**config.mk**
```make
export PLATFORM = sky130hd
export DESIGN_NAME = dsa_simd_writeback
export DESIGN_NICKNAME = d
export VERILOG_FILES = /design/src/rtl/dsa_pkg.sv /design/src/rtl/dsa_wb_group_fifo.sv /design/src/rtl/dsa_simd_writeback.sv
export SDC_FILE = /design/constraint.sdc
export NUM_CORES = 1
export LEC_CHECK = 0
export CORE_UTILIZATION = 38
export CTS_BUF_LIST = sky130_fd_sc_hd__clkbuf_8
export DETAILED_ROUTE_END_ITERATION = 7
export GPL_TIMING_DRIVEN = 0
export RECOVER_POWER = 25
export SETUP_SLACK_MARGIN = 0.2
export SYNTH_ARGS = -nofsm -noshare
export SYNTH_HDL_FRONTEND = slang
export SYNTH_HIERARCHICAL = 1
export SYNTH_SLANG_ARGS = --single-unit
```
**constraint.sdc**
```tcl
create_clock -name clk -period 4 [get_ports clk]
set_input_delay 0.8 -clock clk [delete_from_list [all_inputs] [get_ports clk]]
set_output_delay 0.8 -clock clk [all_outputs]
set_load 0.005 [all_outputs]
```
**src/rtl/dsa_pkg.sv**
```systemverilog
// rtl/dsa_pkg.sv - shared types and helpers for the SIMD writeback block
package dsa_pkg;

  typedef enum logic {
    ST_IDLE  = 1'b0,
    ST_WRITE = 1'b1
  } drain_state_t;

  typedef logic [7:0] pixel_t;

  localparam int MAX_SIMD   = 16;
  localparam int LANE_CNT_W = 5;

  // Lanes of a group that fall inside the output row; lanes past the row end are dropped.
  function automatic logic [LANE_CNT_W-1:0] valid_lanes(
    input logic [15:0] x,
    input logic [15:0] width,
    input int          simd
  );
    logic [15:0] span;
    valid_lanes = '0;
    span = width - x;
    if (x < width) begin
      if (span >= 16'(simd)) valid_lanes = LANE_CNT_W'(simd);
      else                   valid_lanes = LANE_CNT_W'(span);
    end
  endfunction

endpackage

```
**src/rtl/dsa_wb_group_fifo.sv**
```systemverilog
// rtl/dsa_wb_group_fifo.sv - two-entry FIFO of captured result groups
module dsa_wb_group_fifo
  import dsa_pkg::*;
#(
  parameter int SIMD_WIDTH = 4,
  parameter int ADDR_WIDTH = 18
) (
  input  logic                    clk,
  input  logic                    rst,
  input  logic                    push,
  input  logic [SIMD_WIDTH*8-1:0] push_pixels,
  input  logic [LANE_CNT_W-1:0]   push_lanes,
  input  logic [ADDR_WIDTH-1:0]   push_addr,
  input  logic                    pop,
  output logic [SIMD_WIDTH*8-1:0] head_pixels,
  output logic [LANE_CNT_W-1:0]   head_lanes,
  output logic [ADDR_WIDTH-1:0]   head_addr,
  output logic [1:0]              occupancy
);

  logic [SIMD_WIDTH*8-1:0] pix_mem   [2];
  logic [LANE_CNT_W-1:0]   lanes_mem [2];
  logic [ADDR_WIDTH-1:0]   addr_mem  [2];
  logic                    wr_ptr;
  logic                    rd_ptr;
  logic                    do_pop;

  assign do_pop = pop && (occupancy != 2'd0);

  always_ff @(posedge clk or posedge rst) begin
    if (rst) begin
      wr_ptr    <= 1'b0;
      rd_ptr    <= 1'b0;
      occupancy <= 2'd0;
    end else begin
      if (push)   wr_ptr <= ~wr_ptr;
      if (do_pop) rd_ptr <= ~rd_ptr;
      occupancy <= occupancy + {1'b0, push} - {1'b0, do_pop};
    end
  end

  // Payload needs no reset: occupancy alone decides whether an entry is live.
  always_ff @(posedge clk) begin
    if (push) begin
      pix_mem[wr_ptr]   <= push_pixels;
      lanes_mem[wr_ptr] <= push_lanes;
      addr_mem[wr_ptr]  <= push_addr;
    end
  end

  assign head_pixels = pix_mem[rd_ptr];
  assign head_lanes  = lanes_mem[rd_ptr];
  assign head_addr   = addr_mem[rd_ptr];

endmodule

```
**src/rtl/dsa_simd_writeback.sv**
```systemverilog
// rtl/dsa_simd_writeback.sv - buffers SIMD result groups and writes them to memory one byte per cycle
module dsa_simd_writeback
  import dsa_pkg::*;
#(
  parameter int          ADDR_WIDTH = 18,
  parameter int          SIMD_WIDTH = 4,
  parameter int          MEM_SIZE   = 262144,
  parameter int          OUT_BASE   = MEM_SIZE / 2,
  parameter logic [31:0] COUNT_INIT = 32'd0
) (
  input  logic                    clk,
  input  logic                    rst,
  input  logic                    dp_done,
  input  logic [SIMD_WIDTH*8-1:0] dp_pixel,
  input  logic [15:0]             grp_x,
  input  logic [15:0]             grp_y,
  input  logic [15:0]             img_width_out,
  input  logic                    ext_access,
  input  logic                    clear_count,
  output logic                    wb_ready,
  output logic                    mem_write_en,
  output logic [ADDR_WIDTH-1:0]   mem_addr,
  output logic [7:0]              mem_data,
  output logic                    wb_busy,
  output logic                    group_done,
  output logic                    overflow,
  output logic [31:0]             writes_count
);

  if (SIMD_WIDTH < 1 || SIMD_WIDTH > MAX_SIMD || OUT_BASE >= MEM_SIZE) begin : g_param_check
    $error("dsa_simd_writeback: illegal parameter combination");
  end

  logic [SIMD_WIDTH*8-1:0] head_pixels;
  logic [LANE_CNT_W-1:0]   head_lanes;
  logic [LANE_CNT_W-1:0]   capture_lanes;
  logic [LANE_CNT_W-1:0]   lane;
  logic [ADDR_WIDTH-1:0]   head_addr;
  logic [ADDR_WIDTH-1:0]   capture_addr;
  logic [1:0]              occupancy;
  logic [1:0]              occ_next;
  drain_state_t            state;
  logic                    accept;
  logic                    drain;
  logic                    last_lane;
  logic                    issue;
  logic                    pop;
  logic                    overflow_q;
  logic [31:0]             count_q;
  pixel_t                  lane_pixel;

  assign capture_lanes = valid_lanes(grp_x, img_width_out, SIMD_WIDTH);
  assign capture_addr  = ADDR_WIDTH'(OUT_BASE)
                       + ADDR_WIDTH'(32'(grp_y) * 32'(img_width_out))
                       + ADDR_WIDTH'(grp_x);

  assign wb_ready = occupancy < 2'd2;
  assign accept   = dp_done && wb_ready;

  dsa_wb_group_fifo #(
    .SIMD_WIDTH (SIMD_WIDTH),
    .ADDR_WIDTH (ADDR_WIDTH)
  ) u_group_fifo (
    .clk         (clk),
    .rst         (rst),
    .push        (accept),
    .push_pixels (dp_pixel),
    .push_lanes  (capture_lanes),
    .push_addr   (capture_addr),
    .pop         (pop),
    .head_pixels (head_pixels),
    .head_lanes  (head_lanes),
    .head_addr   (head_addr),
    .occupancy   (occupancy)
  );

  // ext_access gates the strobe combinationally so the host owns the bus in the very cycle it asks.
  assign drain      = (state == ST_WRITE) && (occupancy != 2'd0);
  assign last_lane  = lane == (head_lanes - LANE_CNT_W'(1));
  assign issue      = drain && (head_lanes != '0) && !ext_access;
  assign pop        = drain && ((head_lanes == '0) || (issue && last_lane));
  assign occ_next   = occupancy + {1'b0, accept} - {1'b0, pop};
  assign lane_pixel = head_pixels[8*int'(lane) +: 8];

  assign mem_write_en = issue;
  assign mem_addr     = issue ? head_addr + ADDR_WIDTH'(lane) : '0;
  assign mem_data     = issue ? lane_pixel : 8'd0;
  assign group_done   = pop;
  assign wb_busy      = (occupancy != 2'd0) || (state == ST_WRITE);
  assign overflow     = overflow_q;
  assign writes_count = count_q;

  // Entering WRITE on the capture edge lets lane 0 go out in the very next cycle.
  always_ff @(posedge clk or posedge rst) begin
    if (rst) begin
      state      <= ST_IDLE;
      lane       <= '0;
      overflow_q <= 1'b0;
      count_q    <= COUNT_INIT;
    end else begin
      state <= (occ_next != 2'd0) ? ST_WRITE : ST_IDLE;
      if (pop)        lane <= '0;
      else if (issue) lane <= lane + LANE_CNT_W'(1);
      if (dp_done && !wb_ready) overflow_q <= 1'b1;
      if (clear_count)                 count_q <= {31'd0, issue};
      else if (issue && count_q != '1) count_q <= count_q + 32'd1;
    end
  end

endmodule

```
* Yosys cells after proc, flatten, opt, wreduce, memory -nomap -nowiden
Memories as Yosys holds them, arrays and structs flattened.
Index checks and enable logic that the tools add are counted.
** Storage, ports and cells
- Bits in registers :: 43
- Memory bits (writable) :: 110
- Output and inout bits :: 63
- Memories :: 3
** Memory list
- u_group_fifo.pix_mem :: depth 2, bits a word 32, read ports 1, clocked after Yosys merged registers in 0, write ports 1, RTL line dsa_wb_group_fifo.sv:21 : logic [SIMD_WIDTH*8-1:0] pix_mem [2];
- u_group_fifo.addr_mem :: depth 2, bits a word 18, read ports 1, clocked after Yosys merged registers in 0, write ports 1, RTL line dsa_wb_group_fifo.sv:23 : logic [ADDR_WIDTH-1:0] addr_mem [2];
- u_group_fifo.lanes_mem :: depth 2, bits a word 5, read ports 1, clocked after Yosys merged registers in 0, write ports 1, RTL line dsa_wb_group_fifo.sv:22 : logic [LANE_CNT_W-1:0] lanes_mem [2];
** Cells by class
- Add/subtract/negate cells :: 10
- Multiply operators :: 1
- Order comparisons :: 3
- Equal/unequal tests :: 2
- Shifts and indexed selects :: 1
- Multiplexer cells :: 11
- Bitwise operators :: 2
- Reduce and logical (&&, ||, !) cells :: 19
** Operators with widths (number)
- 32-bit two-way mux :: 2
- 32-bit by 1-bit adder with 32-bit output (second input constant) :: 1
- 32-bit inequality test (second input constant) :: 1
- 32-bit by 9-bit indexed part select with 8-bit output :: 1
- 5-bit two-way mux :: 4
- 18-bit by 16-bit adder with 18-bit output :: 1
- 18-bit adder (first input constant) :: 1
- 18-bit by 5-bit adder with 18-bit output :: 1
- 16-bit by 16-bit multiplier with 18-bit output :: 1
- 18-bit two-way mux :: 1
- 16-bit by 3-bit >= comparator with 1-bit output (second input constant) :: 1
- 16-bit less-than comparator :: 1
- 16-bit subtractor :: 1
- 1-bit logical AND :: 9
- 8-bit two-way mux :: 1
- 2-bit nonzero test :: 4
- 5-bit by 1-bit adder with 5-bit output (second input constant) :: 1
- 5-bit == test :: 1
- 5-bit zero test :: 1
- 5-bit nonzero test :: 1
- 5-bit by 1-bit subtractor with 5-bit output (second input constant) :: 1
- 2-bit by 1-bit subtractor with 2-bit output :: 2
- 1-bit two-way mux :: 3
- 2-bit by 1-bit adder with 2-bit output :: 1
- other kinds (4) :: 7

* Depth between registers and ports, before layout
- Depth after elaboration :: 10
- Gate-level depth with buffers :: 22
- Depth with buffers taken out :: 21

* Modules after synthesis
Netlist, hierarchy kept.
** Modules (own cells, without submodules)
- dsa_simd_writeback :: times used 1, cells each 1087, area each 9096.2 sq um
- dsa_wb_group_fifo :: times used 1, cells each 187, area each 4322.9 sq um

* Worst setup path after synthesis
OpenSTA, ideal clock, no wires.
- Kind :: input to register
- Start point :: in grp_y[6]
- End point :: mem u_group_fifo.addr_mem[0][16], data pin
- Setup time :: 262 ps
- Data arrival time :: 6053 ps
- Slack :: -2315 ps
- Stages :: 22
- Buffers on the path :: 1
- Cells stage by stage :: clkbuf_1 -> and2_1 -> fa_1 -> inv_1 -> fa_1 -> inv_1 -> fa_1 -> inv_1 -> fa_1 -> inv_1 -> fa_1 -> inv_1 -> fa_1 -> inv_1 -> ha_1 -> and2_1 -> a31o_2 -> a41o_1 -> o41ai_1 -> o21bai_1 -> a21oi_1 -> xnor2_1
** On the way
- Longest elaborated chain between the ends :: 3
** Ends and longest elaborated chain
- from (decl) :: RTL line dsa_simd_writeback.sv:16 : input logic [15:0] grp_y,
- 16-bit by 16-bit multiplier with 18-bit output :: RTL line dsa_simd_writeback.sv:54 : + ADDR_WIDTH'(32'(grp_y) * 32'(img_width_out))
- 18-bit adder :: RTL line dsa_simd_writeback.sv:54
- 18-bit by 16-bit adder with 18-bit output :: RTL line dsa_simd_writeback.sv:55 : + ADDR_WIDTH'(grp_x);
- via capture_addr[16] :: RTL line dsa_simd_writeback.sv:39 : logic [ADDR_WIDTH-1:0] capture_addr;
- to (decl) :: RTL line dsa_wb_group_fifo.sv:23
The timed path passes the listed nets, and every way through them passes these cells.

* Worst setup path in the final report
- Start point :: in grp_y[8]
- End point :: mem u_group_fifo.addr_mem[1][16], data pin
Same word-level chain as after synthesis.

==> flow_metrics.py <==
metrics = {
    "placement": {
        "dp_cells": 1880,
        "hpwl_mm": 25.0,
        "gp_congestion": 0.872,
        "portBuffers": 145,
    },
    "timing": {
        "clock_skew_ns": 0.0156,
        "worst_pin_slew_ns": 1.52,
        "finalSetupViolCount": 23,
        "holdWs_ns": 0.468,
        "setup_ws_ns": -1.63,
        "maxSlewViolCount": 40,
        "hold_viol_final": 0,
        "timing.final.crit_share": 1.41,
        "rsz0062_at_grt": "true",
        "min_period_ns": 5.63,
        "clock.fmax_ghz": 0.178,
        "slew-limit-headroom": -0.0164,
    },
    "logic_synthesis": {
        "synth_cell_types": 65,
        "synthTopCellsByArea": "edfxtp_1, fa_1, dfrtp_1",
        "ys_seq_area_frac": 0.326,
        "ys_async_sr_fraction": 0.281,
        "synth_area_um2": 13400,
        "synth-edff-count": 110,
        "synthCells": 1274,
        "avgSynthCellArea_um2": 10.5,
        "ys_ff_latch": 153,
        "synth_top_area_frac": 0.246,
        "yosys.area.top_type": "edfxtp_1",
        "synth_flop_cell": "edfxtp_1",
        "yosysWarnings": 6,
    },
    "critical_path": {
        "worst_ep_required_time_ns": 4.19,
        "r2r_slack_ns": 0.61,
        "end_kind": "flop",
        "critPathMaxFanout": 4,
        "cp-start-kind": "primary input",
        "critPathArrivalTime_ns": 5.82,
        "path_class": "in2reg",
    },
    "status": {
        "status": "finished, violations left",
        "violations": "capacitance limit, slew limit, setup timing",
    },
    "floorplan": {
        "die-area_um2": 36100,
        "coreArea_um2": 34600,
        "rows": 68,
        "ioPinCount": 148,
        "initial_utilization": 0.388,
        "chipHeight_um": 190,
        "fp.dieW_um": 190,
    },
    "pwr": {
        "p_int_uw": 8500,
        "clockPowerShare": 0.085,
        "switching_share": 0.404,
        "ir_drop_v": 0.000797,
        "leakage_uw": 0.00782,
        "p_sw_uw": 5760,
        "comb_power_share": 0.717,
        "p_seq_frac": 0.197,
        "p_per_area_nw_per_um2": 801,
    },
    "clock_tree": {
        "cts_num_sinks": 153,
        "clock_latency_ns": 0.45,
        "cts-root-buf": "clkbuf_8",
        "hold_buffers": 0,
        "cts.reportedPaths.clkPinSlew_ns": 0.09,
        "cts_buffers": 17,
        "cts_buffer_depth": 2,
        "tritoncts": "yes",
        "htreeDepth": 4,
    },
    "global_routing": {
        "grt_pass1_vias": 10100,
        "antenna_found_initial": 1,
        "grt-ovfl-total": 0,
        "grt_use_met3": 0.0221,
        "met1_usage": 0.263,
        "grt_start_max_net_pins": 40,
        "use_met2": 0.322,
        "grt_pass1_wl_mm": 54.2,
        "grt_usage": 0.193,
        "grt-busiest-layer": "met2",
    },
    "detailed_routing": {
        "dr.pass1.iters": 5,
        "dr_total_vias": 9828,
        "ant_nets": 0,
        "post_drt_wl_per_cell_um": 16.8,
        "finalWirelength_mm": 33.8,
        "drc_errors": 0,
        "initialDrtViolationCount": 511,
        "routed_via_density": 4.90,
    },
    "worst_hold_path": {
        "hp-class": "reg2reg",
    },
    "layout": {
        "fin_cells": 2007,
        "nets": 1831,
        "antenna_cells": 0,
        "syn_to_final_growth_pct": 32.6,
        "layout-drive-gt1-share": 0.266,
    },
    "run": {
        "drv_cap": 1,
    },
}
==> logic make-up after synthesis <==
kind of cell | count (synthesis) | synth area share
xor gates and xnor gates | 101 | 0.0659
DFF | 153 | 0.326
buffers and inverters | 251 | 0.0752
AOI/OAI and AO/OA | 103 | 0.0501
muxes | 66 | 0.0731
and+or+nand+nor | 392 | 0.146
other | 1 | 0.000279
adders and majority gates | 207 | 0.263
==> metal layers <==
layer	vias to the layer above	part of all wire
met5	-	0.00027
met4	2	0.020
met3	45	0.040
met2	262	0.48
met1	4837	0.46
li1	4682	-
==> path summary, 6_finish.rpt <==
check | to | startpoint | depth (start not counted)
worst min-delay path | overflow | overflow | 1
worst max register to register | u_group_fifo/occupancy[1] | u_group_fifo/rd_ptr | 20
max in group asynchronous | writes_count[25] | rst | 2
worst min register to register | overflow | overflow | 1
worst max-delay path | u_group_fifo/addr_mem[1][16] | grp_y[8] | 22
min in group asynchronous | u_group_fifo/occupancy[1] | rst | 2
==> cells in the final DEF, fill, tap and decap left out, types with 15 or more instances in the layout <==
| cell | instances |
|---|---|
| clkbuf_8 | 21 |
| o21ai_0 | 17 |
| buf_4 | 70 |
| a21oi_1 | 16 |
| nand2_1 | 118 |
| mux2_4 | 43 |
| fa_1 | 120 |
| edfxtp_1 | 110 |
| and2_4 | 19 |
| ha_4 | 18 |
| ha_1 | 59 |
| buf_6 | 34 |
| and2_1 | 59 |
| nand3_1 | 16 |
| dfrtp_1 | 43 |
| nand4_1 | 16 |
| xnor2_1 | 41 |
| inv_2 | 20 |
| dlygate4sd3_1 | 34 |
| dlygate4sd2_1 | 15 |
| inv_1 | 187 |
| clkdlybuf4s50_1 | 55 |
| xor2_1 | 48 |
| nor2_1 | 68 |
| buf_2 | 20 |
==> cells in the mapped netlist (all sizes together) (8+ instances only) <==
master	number
inv	208
nand2	127
fa	125
edfxtp	110
and2	82
ha	82
nor2	78
mux2	56
xnor2	51
xor2	50
dfrtp	43
clkbuf	32
a21oi	28
nand3	20
o21ai	20
nand4	18
nor2b	14
nor3	14
and3	13
buf	10
a21o	9
mux4	8
==> area by class of cell <==
type                    instances  area [um2]
inverters                     208         791
repair buffers                243        2270
multi-input cells             873        8800
well taps                     455         569
plain buffers                  43         564
clock buffers                  17         234
clock inverters                15         181
fillers                      3058       16800
flip-flops and latches        153        4380
==> power groups by stage <==
stage / Sequential [uW] / Combinational (uW) / Clock [uW]
floorplan: 2800 / 5850 / 0
CTS: 2810 / 9110 / 1250
global placement: 2850 / 7570 / 0
detailed placement: 2830 / 7750 / 0
finish: 2810 / 10200 / 1220
global route: 2850 / 11400 / 1320
==> worst max-delay path: stages <==
cell and delay, ns:
clkbuf_16 0.13, and2_4 0.13, fa_1 0.58, inv_2 0.05, fa_1 0.53, inv_1 0.05, fa_1 0.47, inv_1 0.05
fa_1 0.47, inv_1 0.05, fa_1 0.47, inv_1 0.05, fa_1 0.49, inv_2 0.05, ha_4 0.25, and2_4 0.14
a31o_4 0.19, a41o_1 0.24, o41ai_4 0.26, o21bai_1 0.13, a21oi_2 0.18, xnor2_2 0.08
==> flip-flops by register name (all words and copies together) (netlist names) <==
register,flops
state,1
u_group_fifo/lanes_mem,10
u_group_fifo/occupancy,2
writes_count,32
overflow,1
u_group_fifo/rd_ptr,1
lane,5
u_group_fifo/pix_mem,64
u_group_fifo/addr_mem,36
u_group_fifo/wr_ptr,1
==> per-stage QoR <==
step | cell area (um2) | utilization | setup slack, ns | setup TNS (ns) | power, uW
CTS | 17100 | 0.494 | -1.59 | -23.07 | 13200
floorplan | 13700 | - | -1.93 | -26.51 | 8650
global placement | 15800 | 0.455 | -2.93 | -160.04 | 10400
detailed placement | 15800 | 0.457 | -2.94 | -57.36 | 10600
finish | 17800 | 0.514 | -1.63 | -22.81 | 14300
global route | 17800 | 0.514 | -1.79 | -26.53 | 15500
==> timing repair <==
action / CTS / global route
cloned: 2 / 2
endpoints found under the setup margin: 58 / 46
gates resized for setup: 308 / 106
pin swaps: 44 / 55
setup buffers: 55 / 36
Note: power is estimated with default switching activity, not from simulation.
